### src/rtl/riscv_load_store_unit.sv
// Data-side load/store unit: one request at a time, byte/half/word accesses over a
// word-wide memory bus, read-modify-write for sub-word stores, optional split of misaligned accesses.
module riscv_load_store_unit #(
    parameter int ADDRESS_SIZE    = 15,
    parameter int MISALIGNED_MODE = 0
) (
    input  logic                    clock,
    input  logic                    reset,
    input  logic                    reqValid,
    output logic                    reqReady,
    input  logic                    reqWrite,
    input  logic [1:0]              reqSize,
    input  logic                    reqUnsigned,
    input  logic [ADDRESS_SIZE+1:0] reqAddress,
    input  logic [31:0]             reqData,
    output logic                    respValid,
    output logic                    respError,
    output logic [31:0]             respData,
    output logic [ADDRESS_SIZE-1:0] memAddress,
    output logic                    memWriteEnable,
    output logic                    memStrobe,
    output logic [31:0]             memDataWrite,
    input  logic [31:0]             memDataRead,
    input  logic                    memReady
);

    localparam logic [1:0] SIZE_BYTE    = 2'b00;
    localparam logic [1:0] SIZE_HALF    = 2'b01;
    localparam logic [1:0] SIZE_WORD    = 2'b10;
    localparam logic [1:0] SIZE_ILLEGAL = 2'b11;
    localparam bit         SPLIT_ENABLE = (MISALIGNED_MODE == 1);

    typedef enum logic [2:0] {S_IDLE, S_RD1, S_RD2, S_WR1, S_WR2, S_ERR, S_DONE} state_t;

    state_t                  r_state;
    logic                    r_req_ready;
    logic                    r_resp_valid;
    logic                    r_resp_error;
    logic [31:0]             r_resp_data;
    logic [ADDRESS_SIZE-1:0] r_mem_address;
    logic                    r_mem_write_enable;
    logic                    r_mem_strobe;
    logic [31:0]             r_mem_data_write;
    logic                    r_write;
    logic [1:0]              r_size;
    logic                    r_unsigned;
    logic [1:0]              r_offset;
    logic [ADDRESS_SIZE-1:0] r_index;
    logic [31:0]             r_data;
    logic                    r_split;
    logic [31:0]             r_word0;
    logic [31:0]             r_word1;

    logic [1:0]              w_in_offset;
    logic                    w_in_misaligned;
    logic                    w_in_split;
    logic                    w_in_error;
    logic                    w_in_word_store;
    logic [ADDRESS_SIZE-1:0] w_index_next;
    logic [4:0]              w_shift;
    logic [31:0]             w_lane_mask;
    logic [63:0]             w_pair;
    logic [63:0]             w_merged;
    logic [31:0]             w_load_word;
    logic [31:0]             w_load_result;

    assign w_in_offset     = reqAddress[1:0];
    assign w_in_misaligned = (reqSize == SIZE_HALF && w_in_offset == 2'd3) ||
                             (reqSize == SIZE_WORD && w_in_offset != 2'd0);
    assign w_in_split      = SPLIT_ENABLE && w_in_misaligned;
    assign w_in_error      = (reqSize == SIZE_ILLEGAL) || (w_in_misaligned && !SPLIT_ENABLE);
    assign w_in_word_store = reqWrite && reqSize == SIZE_WORD && w_in_offset == 2'd0;
    assign w_index_next    = r_index + ADDRESS_SIZE'(1);

    // The word pair {word1, word0} is treated as one 64-bit little-endian window starting at word0.
    always_comb begin
        // NOTE: every combinational output gets a default first so no path leaves it unassigned (no latch).
        w_lane_mask = 32'hFFFF_FFFF;
        case (r_size)
            SIZE_BYTE: w_lane_mask = 32'h0000_00FF;
            SIZE_HALF: w_lane_mask = 32'h0000_FFFF;
            default:   w_lane_mask = 32'hFFFF_FFFF;
        endcase
        w_shift     = {r_offset, 3'b000};
        w_pair      = {r_word1, r_word0};
        w_merged    = (w_pair & ~({32'd0, w_lane_mask} << w_shift)) |
                      ({32'd0, r_data & w_lane_mask} << w_shift);
        w_load_word = 32'(w_pair >> w_shift);
        case (r_size)
            SIZE_BYTE: w_load_result = {{24{!r_unsigned && w_load_word[7]}}, w_load_word[7:0]};
            SIZE_HALF: w_load_result = {{16{!r_unsigned && w_load_word[15]}}, w_load_word[15:0]};
            default:   w_load_result = w_load_word;
        endcase
    end

    // NOTE: all state uses non-blocking assignments so every register samples pre-edge values.
    always_ff @(posedge clock or negedge reset) begin
        if (!reset) begin
            r_state            <= S_IDLE;
            r_req_ready        <= 1'b0;
            r_resp_valid       <= 1'b0;
            r_resp_error       <= 1'b0;
            r_resp_data        <= 32'd0;
            r_mem_address      <= '0;
            r_mem_write_enable <= 1'b0;
            r_mem_strobe       <= 1'b0;
            r_mem_data_write   <= 32'd0;
            r_write            <= 1'b0;
            r_size             <= SIZE_BYTE;
            r_unsigned         <= 1'b0;
            r_offset           <= 2'd0;
            r_index            <= '0;
            r_data             <= 32'd0;
            r_split            <= 1'b0;
            r_word0            <= 32'd0;
            r_word1            <= 32'd0;
        end else begin
            r_resp_valid <= 1'b0;
            r_resp_error <= 1'b0;
            r_resp_data  <= 32'd0;
            case (r_state)
                S_IDLE: begin
                    r_req_ready <= 1'b1;
                    if (reqValid && r_req_ready) begin
                        r_req_ready   <= 1'b0;
                        r_write       <= reqWrite;
                        r_size        <= reqSize;
                        r_unsigned    <= reqUnsigned;
                        r_offset      <= w_in_offset;
                        r_index       <= reqAddress[ADDRESS_SIZE+1:2];
                        r_data        <= reqData;
                        r_split       <= w_in_split;
                        r_word0       <= 32'd0;
                        r_word1       <= 32'd0;
                        r_mem_address <= reqAddress[ADDRESS_SIZE+1:2];
                        if (w_in_error) begin
                            r_state <= S_ERR;
                        end else if (w_in_word_store) begin
                            r_state            <= S_WR1;
                            r_mem_strobe       <= 1'b1;
                            r_mem_write_enable <= 1'b1;
                            r_mem_data_write   <= reqData;
                        end else begin
                            r_state            <= S_RD1;
                            r_mem_strobe       <= 1'b1;
                            r_mem_write_enable <= 1'b0;
                        end
                    end
                end
                // Later accesses launch from a strobe-low cycle, giving the mandatory idle gap on the bus.
                S_RD1, S_RD2: begin
                    if (!r_mem_strobe) begin
                        r_mem_strobe       <= 1'b1;
                        r_mem_write_enable <= 1'b0;
                        r_mem_address      <= (r_state == S_RD1) ? r_index : w_index_next;
                    end else if (memReady) begin
                        r_mem_strobe <= 1'b0;
                        if (r_state == S_RD1) begin
                            r_word0 <= memDataRead;
                        end else begin
                            r_word1 <= memDataRead;
                        end
                        if (r_state == S_RD1 && r_split) begin
                            r_state <= S_RD2;
                        end else begin
                            r_state <= r_write ? S_WR1 : S_DONE;
                        end
                    end
                end
                S_WR1, S_WR2: begin
                    if (!r_mem_strobe) begin
                        r_mem_strobe       <= 1'b1;
                        r_mem_write_enable <= 1'b1;
                        r_mem_address      <= (r_state == S_WR1) ? r_index : w_index_next;
                        r_mem_data_write   <= (r_state == S_WR1) ? w_merged[31:0] : w_merged[63:32];
                    end else if (memReady) begin
                        r_mem_strobe <= 1'b0;
                        r_state      <= (r_state == S_WR1 && r_split) ? S_WR2 : S_DONE;
                    end
                end
                S_ERR: begin
                    r_resp_valid <= 1'b1;
                    r_resp_error <= 1'b1;
                    r_req_ready  <= 1'b1;
                    r_state      <= S_IDLE;
                end
                S_DONE: begin
                    r_resp_valid <= 1'b1;
                    r_resp_data  <= r_write ? 32'd0 : w_load_result;
                    r_req_ready  <= 1'b1;
                    r_state      <= S_IDLE;
                end
                default: r_state <= S_IDLE;
            endcase
        end
    end

    assign reqReady       = r_req_ready;
    assign respValid      = r_resp_valid;
    assign respError      = r_resp_error;
    assign respData       = r_resp_data;
    assign memAddress     = r_mem_address;
    assign memWriteEnable = r_mem_write_enable;
    assign memStrobe      = r_mem_strobe;
    assign memDataWrite   = r_mem_data_write;

endmodule

### config.mk
export PLATFORM = sky130hd
export DESIGN_NAME = riscv_load_store_unit
export DESIGN_NICKNAME = d
export VERILOG_FILES = /design/src/rtl/riscv_load_store_unit.sv
export SDC_FILE = /design/constraint.sdc
export NUM_CORES = 1
export LEC_CHECK = 0
export BUFFER_PORTS_ARGS = -buffer_cell sky130_fd_sc_hd__buf_2
export CAP_MARGIN = 0
export CORE_MARGIN = 2
export CORE_UTILIZATION = 62
export CTS_CLUSTER_SIZE = 24
export DETAILED_ROUTE_END_ITERATION = 7
export PLACE_DENSITY = 0.86
export RECOVER_POWER = 25
export SETUP_SLACK_MARGIN = 0.05
export SKIP_LAST_GASP = 1
export SLEW_MARGIN = 20
export SYNTH_ARGS = -nofsm -noshare
export SYNTH_HDL_FRONTEND = slang
export SYNTH_SLANG_ARGS = --single-unit
### constraint.sdc
create_clock -name clock -period 3.93 [get_ports clock]
set_input_delay 0.786 -clock clock [delete_from_list [all_inputs] [get_ports clock]]
set_output_delay 0.786 -clock clock [all_outputs]
set_load 0.01 [all_outputs]
* Yosys cells after proc, flatten, opt, wreduce, memory -nomap -nowiden *
Index checks and enable logic that the tools add are counted.

word-level totals
  register bits = 204
  input bits = 89
  output and inout port bits = 84
  logic and storage cells = 127

operators by class
  add/subtract/negate cells = 1
  eq/ne operators = 22
  shifts and indexed selects = 3
  multiplexer cells = 49
  bitwise gates (word level) = 4
  reduce and logical (&&, ||, !) cells = 31

operator list
  operator                                        count
  two-way mux 32 bit                              14
  one-hot mux 32 bit (2 select lines)             5
  left shift 32 x 5 -> 64 bit                     2
  two-way mux 15 bit                              5
  bitwise AND 64 bit                              1
  NOT 64 bit                                      1
  OR 64 bit                                       1
  right shift 64 x 5 -> 32 bit                    1
  one-hot mux 15 bit (3 select lines)             1
  bitwise AND 32 bit                              1
  AND reduction 5 bit                             5
  inequality test 2 bit (second input constant)   11
  two-way mux 3 bit                               7
  adder 15 x 1 -> 15 bit (second input constant)  1
  two-way mux 1 bit                               12
  nonzero test 2 bit                              5
  == test 3 bit (second input constant)           3
  one-hot mux 3 bit (3 select lines)              1
  logical AND 1 bit                               7
  == test 2 bit (second input constant)           3
  == test 3 x 2 -> 1 bit (second input constant)  2
  OR reduction 2 bit                              3
  == test 2 x 1 -> 1 bit (second input constant)  2
  logical NOT 2 bit                               2
  other kinds (12)                                14

* Depth between registers and ports, before layout *
Gate-level depths: netlist (run 1).

  depth after elaboration = 9
  gate-level depth with buffers = 9
  depth with buffers taken out = 6

* Worst setup path after synthesis (run 1) *
Ideal clock, no wire load.

  path type = input-to-reg
  from = input reqValid
  to = register r_word0[2]
  library setup time = 134 ps
  arrival time = 1954 ps
  data required time = 3796 ps
  path slack = 1842 ps
  stages = 7
  path buffers = 2
  cells stage by stage = nand2_1 > or2_2 > a211o_1 > clkbuf_1 > clkbuf_1 > nand2_1 > o21ai_0

on the way
  longest elaborated chain between the ends = 3

RTL lines
  item                             RTL line  RTL
  from (decl)                      9         input logic reqValid,
  logical AND 1 bit                124       if (reqValid && r_req_ready) begin
  inequality test 2 bit (no line)  n/a
  AND reduction 5 bit (no line)    n/a
  to (signal assigned)             159       r_word0 <= memDataRead;
  to (decl)                        51        logic [31:0] r_word0;

Every way passes these cells.
A chain may end at the register's enable or synchronous reset.

* Worst setup path in the final report (run 1) *
  from = register r_offset[1]
  to = register r_mem_data_write[7], in the netlist memDataWrite[7]

on the way
  longest elaborated chain between the ends = 7
  elaborated cells on any way between the ends = 8
  those cells by class = 2 x shift; 3 x mux; 3 x bitwise

RTL lines
  item                                     RTL line  RTL
  from (decl)                              47        logic [1:0] r_offset;
  from (signal assigned)                   129       r_offset <= w_in_offset;
  left shift 32 x 5 -> 64 bit              86        w_merged = (w_pair & ~({32'd0, w_lane_mask} << w_shift)) |
  NOT 64 bit                               86
  bitwise AND 64 bit                       86
  OR 64 bit (*)                            86
  two-way mux 32 bit (*)                   175       r_mem_data_write <= (r_state == S_WR1) ? w_merged[31:0] : w_merged[63:32];
  two-way mux 32 bit (*)                   171       if (!r_mem_strobe) begin
  one-hot mux 32 bit (2 select lines) (*)  121       case (r_state)
  to (signal assigned)                     142       r_mem_data_write <= reqData;
  to (signal assigned)                     175
  to (decl)                                43        logic [31:0] r_mem_data_write;

Mark *: on every way between the ends. The rest lies on a longest branch, timed or not. The select of a mux whose other input is x is not followed.

==> results of run 1 <==
==> worst register-to-register path: cells and delay by family (launching register included) <==
family                 cells  cell delay [ns]
AOI/OAI and AO/OA          3             0.86
buffers and inverters      2             0.69
and+or+nand+nor            2             0.45
DFF                        1             0.57
==> layout make-up <==
cell class / instances / area, µm² / share of cell area, %
repair buffers: 192 / 1020 / 8.10
inverters: 39 / 146 / 1.16
flip-flops and latches: 204 / 5110 / 40.6
clock buffers: 28 / 572 / 4.54
clock inverters: 10 / 143 / 1.13
well taps: 225 / 282 / 2.24
multi-input cells: 779 / 5320 / 42.3
==> flip-flops by register name, summed over array words and instances (netlist names) <==
signal,count
respError,1
r_write,1
r_unsigned,1
r_index,15
r_data,32
memStrobe,1
r_offset,2
respData,32
reqReady,1
respValid,1
r_word0,32
memAddress,15
memDataWrite,32
r_word1,32
r_size,2
r_state,3
memWriteEnable,1
==> metrics by stage <==
stage / instances / instance area [µm²] / utilization (%) / hold WS [ns]
after floorplan: 1118 / 11000 / - / 0.451
after global placement: 1439 / 11900 / 68.7 / 0.472
after detailed placement: 1439 / 11900 / 68.7 / 0.468
after CTS: 1477 / 12600 / 72.9 / 0.374
after global routing: 1477 / 12600 / 72.8 / 0.507
final: 1477 / 12600 / 72.8 / 0.488
==> cells by family after synthesis <==
logic type,count (synthesis)
simple gates,305
flops,204
buf+inv,135
mux,116
xor+xnor,9
fa+ha+maj,1
compound gates,348
==> worst min-delay path by stage <==
stage                            end  slack (ns)  cells past startpoint
floorplan                r_word1[24]        0.45                      2
global placement       memAddress[4]        0.47                      2
detailed placement     memAddress[4]        0.47                      2
CTS                 memDataWrite[10]        0.37                      1
global route           memAddress[4]        0.51                      2
finish                 memAddress[1]        0.49                      2
==> cells in the mapped netlist, types with 6 or more instances <==
cell      number  area [µm²]
nand3_1        9        45.0
nand2_1      160         601
o221ai_1       8        70.1
buf_4          8        60.1
a221oi_1      11        96.3
a211oi_1       7        52.6
o22ai_1       11        68.8
o22a_1        11        96.3
a32oi_1       10        87.6
mux4_2        32         721
mux2i_1       23         230
buf_1          6        22.5
inv_1         38         143
clkbuf_1      40         150
a21oi_1       92         460
xnor2_1        6        52.6
a22oi_1        9        67.6
buf_2         40         200
a31oi_1       19         119
mux2_2        61         687
nand4_1       13        81.3
o31a_1         8        70.1
a21boi_0       9        67.6
o211ai_1      10        75.1
dfrtp_1      204        5100
nor2b_1       19         119
o21ai_0      109         546
a222oi_1       9        90.1
nor2_1        67         251
==> metal layers <==
metal	routed length, µm	part of all wire [%]	GRT usage (%)	up-vias
met5	0	0	0	-
li1	-	-	-	4306
met1	12200	36	46.6	4780
met3	3460	10	7.00	141
met4	1690	5.0	16.2	0
met2	16300	48	59.1	695
==> layout by cell type (no fill, tap or decap), types with 10 or more instances in the layout <==
cell type  instances
a221oi_1          11
a32oi_1           10
buf_4             18
mux2i_1           23
nand4_1           13
o22a_1            11
a21oi_1           92
o211ai_1          10
a31oi_1           19
inv_1             38
o22ai_1           11
mux4_2            32
o21ai_0          109
mux2_2            61
nor2b_1           19
dfrtp_1          202
nand2_1          160
buf_2            171
clkbuf_16         21
nor2_1            67
==> power by group <==
part           internal, mW  switching (mW)
sequential             2.98            1.19
combinational          2.21            3.21
clock                  1.23           0.855
==> results.cfg, run 1 <==
[finish]
n_antenna_cell = 0
syn_to_final_growth_pct = 14.5
final_layout_size_suffix_gt1_share_pct = 26.5
n_fill_cell = 1209
nets = 1327

[drt]
viasPerCell = 6.72
drc = 0
wl_per_cell_um = 22.8
final_antenna_net_count = 0
drt-total-wl_um = 33600
firstDrtPassIters = 6
dr_total_vias = 9922
drt_iter0_markers = 1083

[synth]
synthDistinctLibCells = 68
synth_fa_ha_area_share_pct = 0.114
ys_seq_elements = 204
syn_area_mm2 = 0.0110
synth-simple-area-share_pct = 12.4
yosys_warnings = 0
synth_compound_area_share_pct = 20.0
synth-edff-count = 0
synth_flop_cell = dfrtp_1
synthXorXnorAreaFrac_pct = 0.717
avgSynthCellArea_um2 = 9.83
syn_nets = 1208
synth-seq-area-share_pct = 46.4
async_flop_share_pct = 100
synth_cells = 1118
synth_top_family_by_area = compound AO/OA/AOI/OAI gates
yosys-mux-area-fraction_pct = 14.9

[grt]
grt_overflow = 0
antenna_found_initial = 0
grt_first_pass_wirelength_um = 51400
track_usage_pct = 36.0
grt_max_degree = 93
grt_pass1_vias = 9420

[clocking]
root_buffer = clkbuf_16
path_clk_slew_ns = 0.07
postCtsResizedCells = 0
cts_sinks = 204
clk_latency_ns = 0.51
cts_tree = built
post_cts_buffers = 0
htree_levels = 1
clockBufferDepth = 3
cts_hold_buf = 0
numCtsBuffers = 21

[die]
num_rows = 48
fp.dieH_um = 137
dieArea_mm2 = 0.0188
start_util_pct = 63.5
ios = 173
core_mm2 = 0.0173
die_width_um = 137

[critical_path]
worstPathBufferInverterCount = 2
critPathKind = flop to flop
path_depth = 7
crit_family = compound AO/OA/AOI/OAI gates
max_stage_delay_ns = 0.57
critPathArrivalTime_ns = 3.09
required_ns = 4.30
cp-endpoint = memDataWrite[7]
reg2regPathDepth = 7
crit_top_cell = buf_4
reg2reg_from = r_offset[1]
crit_start = r_offset[1]
path_max_fanout = 30
rr_endpoint = memDataWrite[7]
r2r_slack_ns = 1.21
crit_path_cell_trace = buf_4 -> and2_0 -> buf_4 -> a21o_1 -> nor2_1 -> o21ai_0 -> a31oi_1
endpoint_kind = flop
crit_slowest_cell = dfrtp_2
startpoint_type = flop

[outcome]
violations = max-capacitance violations, max-slew violations
status = finished with violations

[timing]
fin_crit_ns = 2.72
worst_slack_ns = 1.21
finClkSkew_ns = 0.0122
final.setup.tns_ns = 0
period_share_pct = 69.2
slew_viol_final = 92
finalSetupViolations = 0
rsz0062_at_grt = false
slew_headroom_pct = -56.6
fmax_mhz = 368
worstMarginPinSlew_ns = 2.35
hold_viol = 0

[hold_path]
hp-start = memAddress[1]
holdCritPathClass = flop to flop

[place]
port_buffers = 172
gp_congestion = 1.02
dp_hpwl_um = 23800
pre_cts_ws_ns = 1.27

[power]
power_density_mw_per_mm2 = 928
cellLeakagePower_nw = 5.46
power_mw = 11.7
ir_drop_mv = 0.737

[job]
max-cap-violations = 1
Note: power is estimated with default switching activity, not from simulation.
==> run 2, diff against run 1 <==
CORE_UTILIZATION = 52   (was 62)
PLACE_DENSITY = 0.77   (was 0.86)
clock period = 2.2 ns   (was 3.93 ns; I/O delays follow)
==> run 2 against run 1 <==
  * The run now ends clean
  * First-iteration DRC count decreased by 20%
  * Combinational power increased by 97%
  * Total power increased by 87%
  * Clock power increased by 83%
  * Critical path type unchanged
  * Largest power group unchanged
  * Highest routed layer unchanged
==> results.cfg, run 2 (synthesis results as in run 1) <==
[power]
cellLeakagePower_nw = 5.80
ir_drop_mv = 1.00
power_density_mw_per_mm2 = 1660
power_mw = 21.9

[grt]
grt_overflow = 0
grt_max_degree = 65
antenna_found_initial = 0
grt_first_pass_wirelength_um = 52100
grt_pass1_vias = 9376
track_usage_pct = 30.5

[timing]
slew_headroom_pct = 7.65
hold_viol = 0
fin_crit_ns = 2.08
period_share_pct = 94.7
slew_viol_final = 0
worstMarginPinSlew_ns = 1.39
rsz0062_at_grt = false
finalSetupViolations = 0
fmax_mhz = 480
finClkSkew_ns = 0.0233
final.setup.tns_ns = 0

[drt]
viasPerCell = 6.21
drt-total-wl_um = 34300
firstDrtPassIters = 6
final_antenna_net_count = 0
drt_iter0_markers = 864
dr_total_vias = 9822
drc = 0
wl_per_cell_um = 21.7

[finish]
layout_commonest_cell = dfrtp_1
final_cell_mix = 201 x dfrtp_1, 171 x buf_2, 160 x nand2_1, 109 x o21ai_0, 92 x a21oi_1
nets = 1382
syn_to_final_growth_pct = 20.2
final_layout_size_suffix_gt1_share_pct = 29.7
final_cells = 1582
register_area_mm2 = 0.00511
n_fill_cell = 1711
n_antenna_cell = 0
multi_input_area_mm2 = 0.00532

[critical_path]
startpoint_type = flop
critPathArrivalTime_ns = 2.52
r2r_slack_ns = 0.12
path_max_fanout = 8
endpoint_kind = flop
worstPathBufferInverterCount = 2
rr_endpoint = memDataWrite[24]
reg2regPathDepth = 7
critPathKind = flop to flop
max_stage_delay_ns = 0.45
crit_path_cell_trace = buf_4 -> o21a_1 -> nor2_1 -> a222oi_1 -> buf_4 -> o22a_1 -> a21oi_1
required_ns = 2.64
crit_start = r_size[0]
crit_top_cell = buf_4
path_depth = 7
cp-endpoint = memDataWrite[24]
crit_slowest_cell = nor2_1
crit_family = compound AO/OA/AOI/OAI gates
reg2reg_from = r_size[0]

[job]
max-cap-violations = 0

[clocking]
clk_latency_ns = 0.51
cts_tree = built
cts_sinks = 204
root_buffer = clkbuf_16
path_clk_slew_ns = 0.06
clockBufferDepth = 3
htree_levels = 1
numCtsBuffers = 22

[outcome]
status = finished clean

[die]
start_util_pct = 52.6
ios = 173
dieArea_mm2 = 0.0223
die_width_um = 149
fp.dieH_um = 149
core_mm2 = 0.0209
num_rows = 53

[hold_path]
holdCritPathClass = input pin to flop

[place]
dp_hpwl_um = 25400
dp_cells = 1540
gp_congestion = 1.04
port_buffers = 172
[run 2: metal layers]
metal / GRT usage (%) / wire length [µm]
met5: 0 / 0
met2: 48.6 / 16100
met1: 40.7 / 13200
met4: 14.6 / 1830
met3: 5.32 / 3190
[run 2: report_power, final]
part / switching, mW / total (mW) / internal (mW)
registers: 2.01 / 7.35 / 5.34
logic: 6.05 / 10.7 / 4.68
clock network: 1.49 / 3.80 / 2.31
total: 9.55 / 21.9 / 12.3
[run 2: worst min path at each step]
stage	from	to	slack, ns	depth (start not counted)
final	reqWrite	r_write	0.15	3
after global routing	reqWrite	r_write	0.16	3
after CTS	reqWrite	r_write	0.15	3
after detailed placement	reset	memDataWrite[11]	0.43	1
after global placement	reset	memDataWrite[11]	0.43	1
after floorplan	reset	memAddress[0]	0.14	0
[run 2: worst reg2reg max path, stage by stage, from the launching register on]
cell,delay [ns]
dfrtp_1,0.40
buf_4,0.17
o21a_1,0.16
nor2_1,0.45
a222oi_1,0.31
buf_4,0.21
o22a_1,0.19
a21oi_1,0.15
[run 2: final cells by class]
| cell class | count | area share, % |
|---|---|---|
| timing repair buffer | 246 | 11.6 |
| clock buffer | 33 | 5.01 |
| inverter | 39 | 1.11 |
| clock inverter | 6 | 0.691 |
| multi-input combinational | 779 | 40.3 |
| tap | 275 | 2.60 |
| sequential | 204 | 38.7 |
[run 2: timing repair]
action	in CTS	in global routing
pin swaps	1	0
hold buffers	1	0
hold endpoints to repair	44	0
setup endpoints to repair	1	6
setup buffers	2	0
resized for setup	0	2
[run 2: per-stage QoR]
step | setup WS [ns] | utilization, % | hold WS [ns] | area (µm²)
6_report | 0.117 | 63.3 | 0.149 | 13200
5_1_grt | 0.0628 | 63.3 | 0.158 | 13200
4_1_cts | 0.0846 | 63.3 | 0.146 | 13200
3_5_place_dp | 0.0660 | 59.6 | 0.434 | 12400
3_3_place_gp | 0.108 | 59.6 | 0.434 | 12400
2_1_floorplan | 0.257 | - | 0.144 | 11000
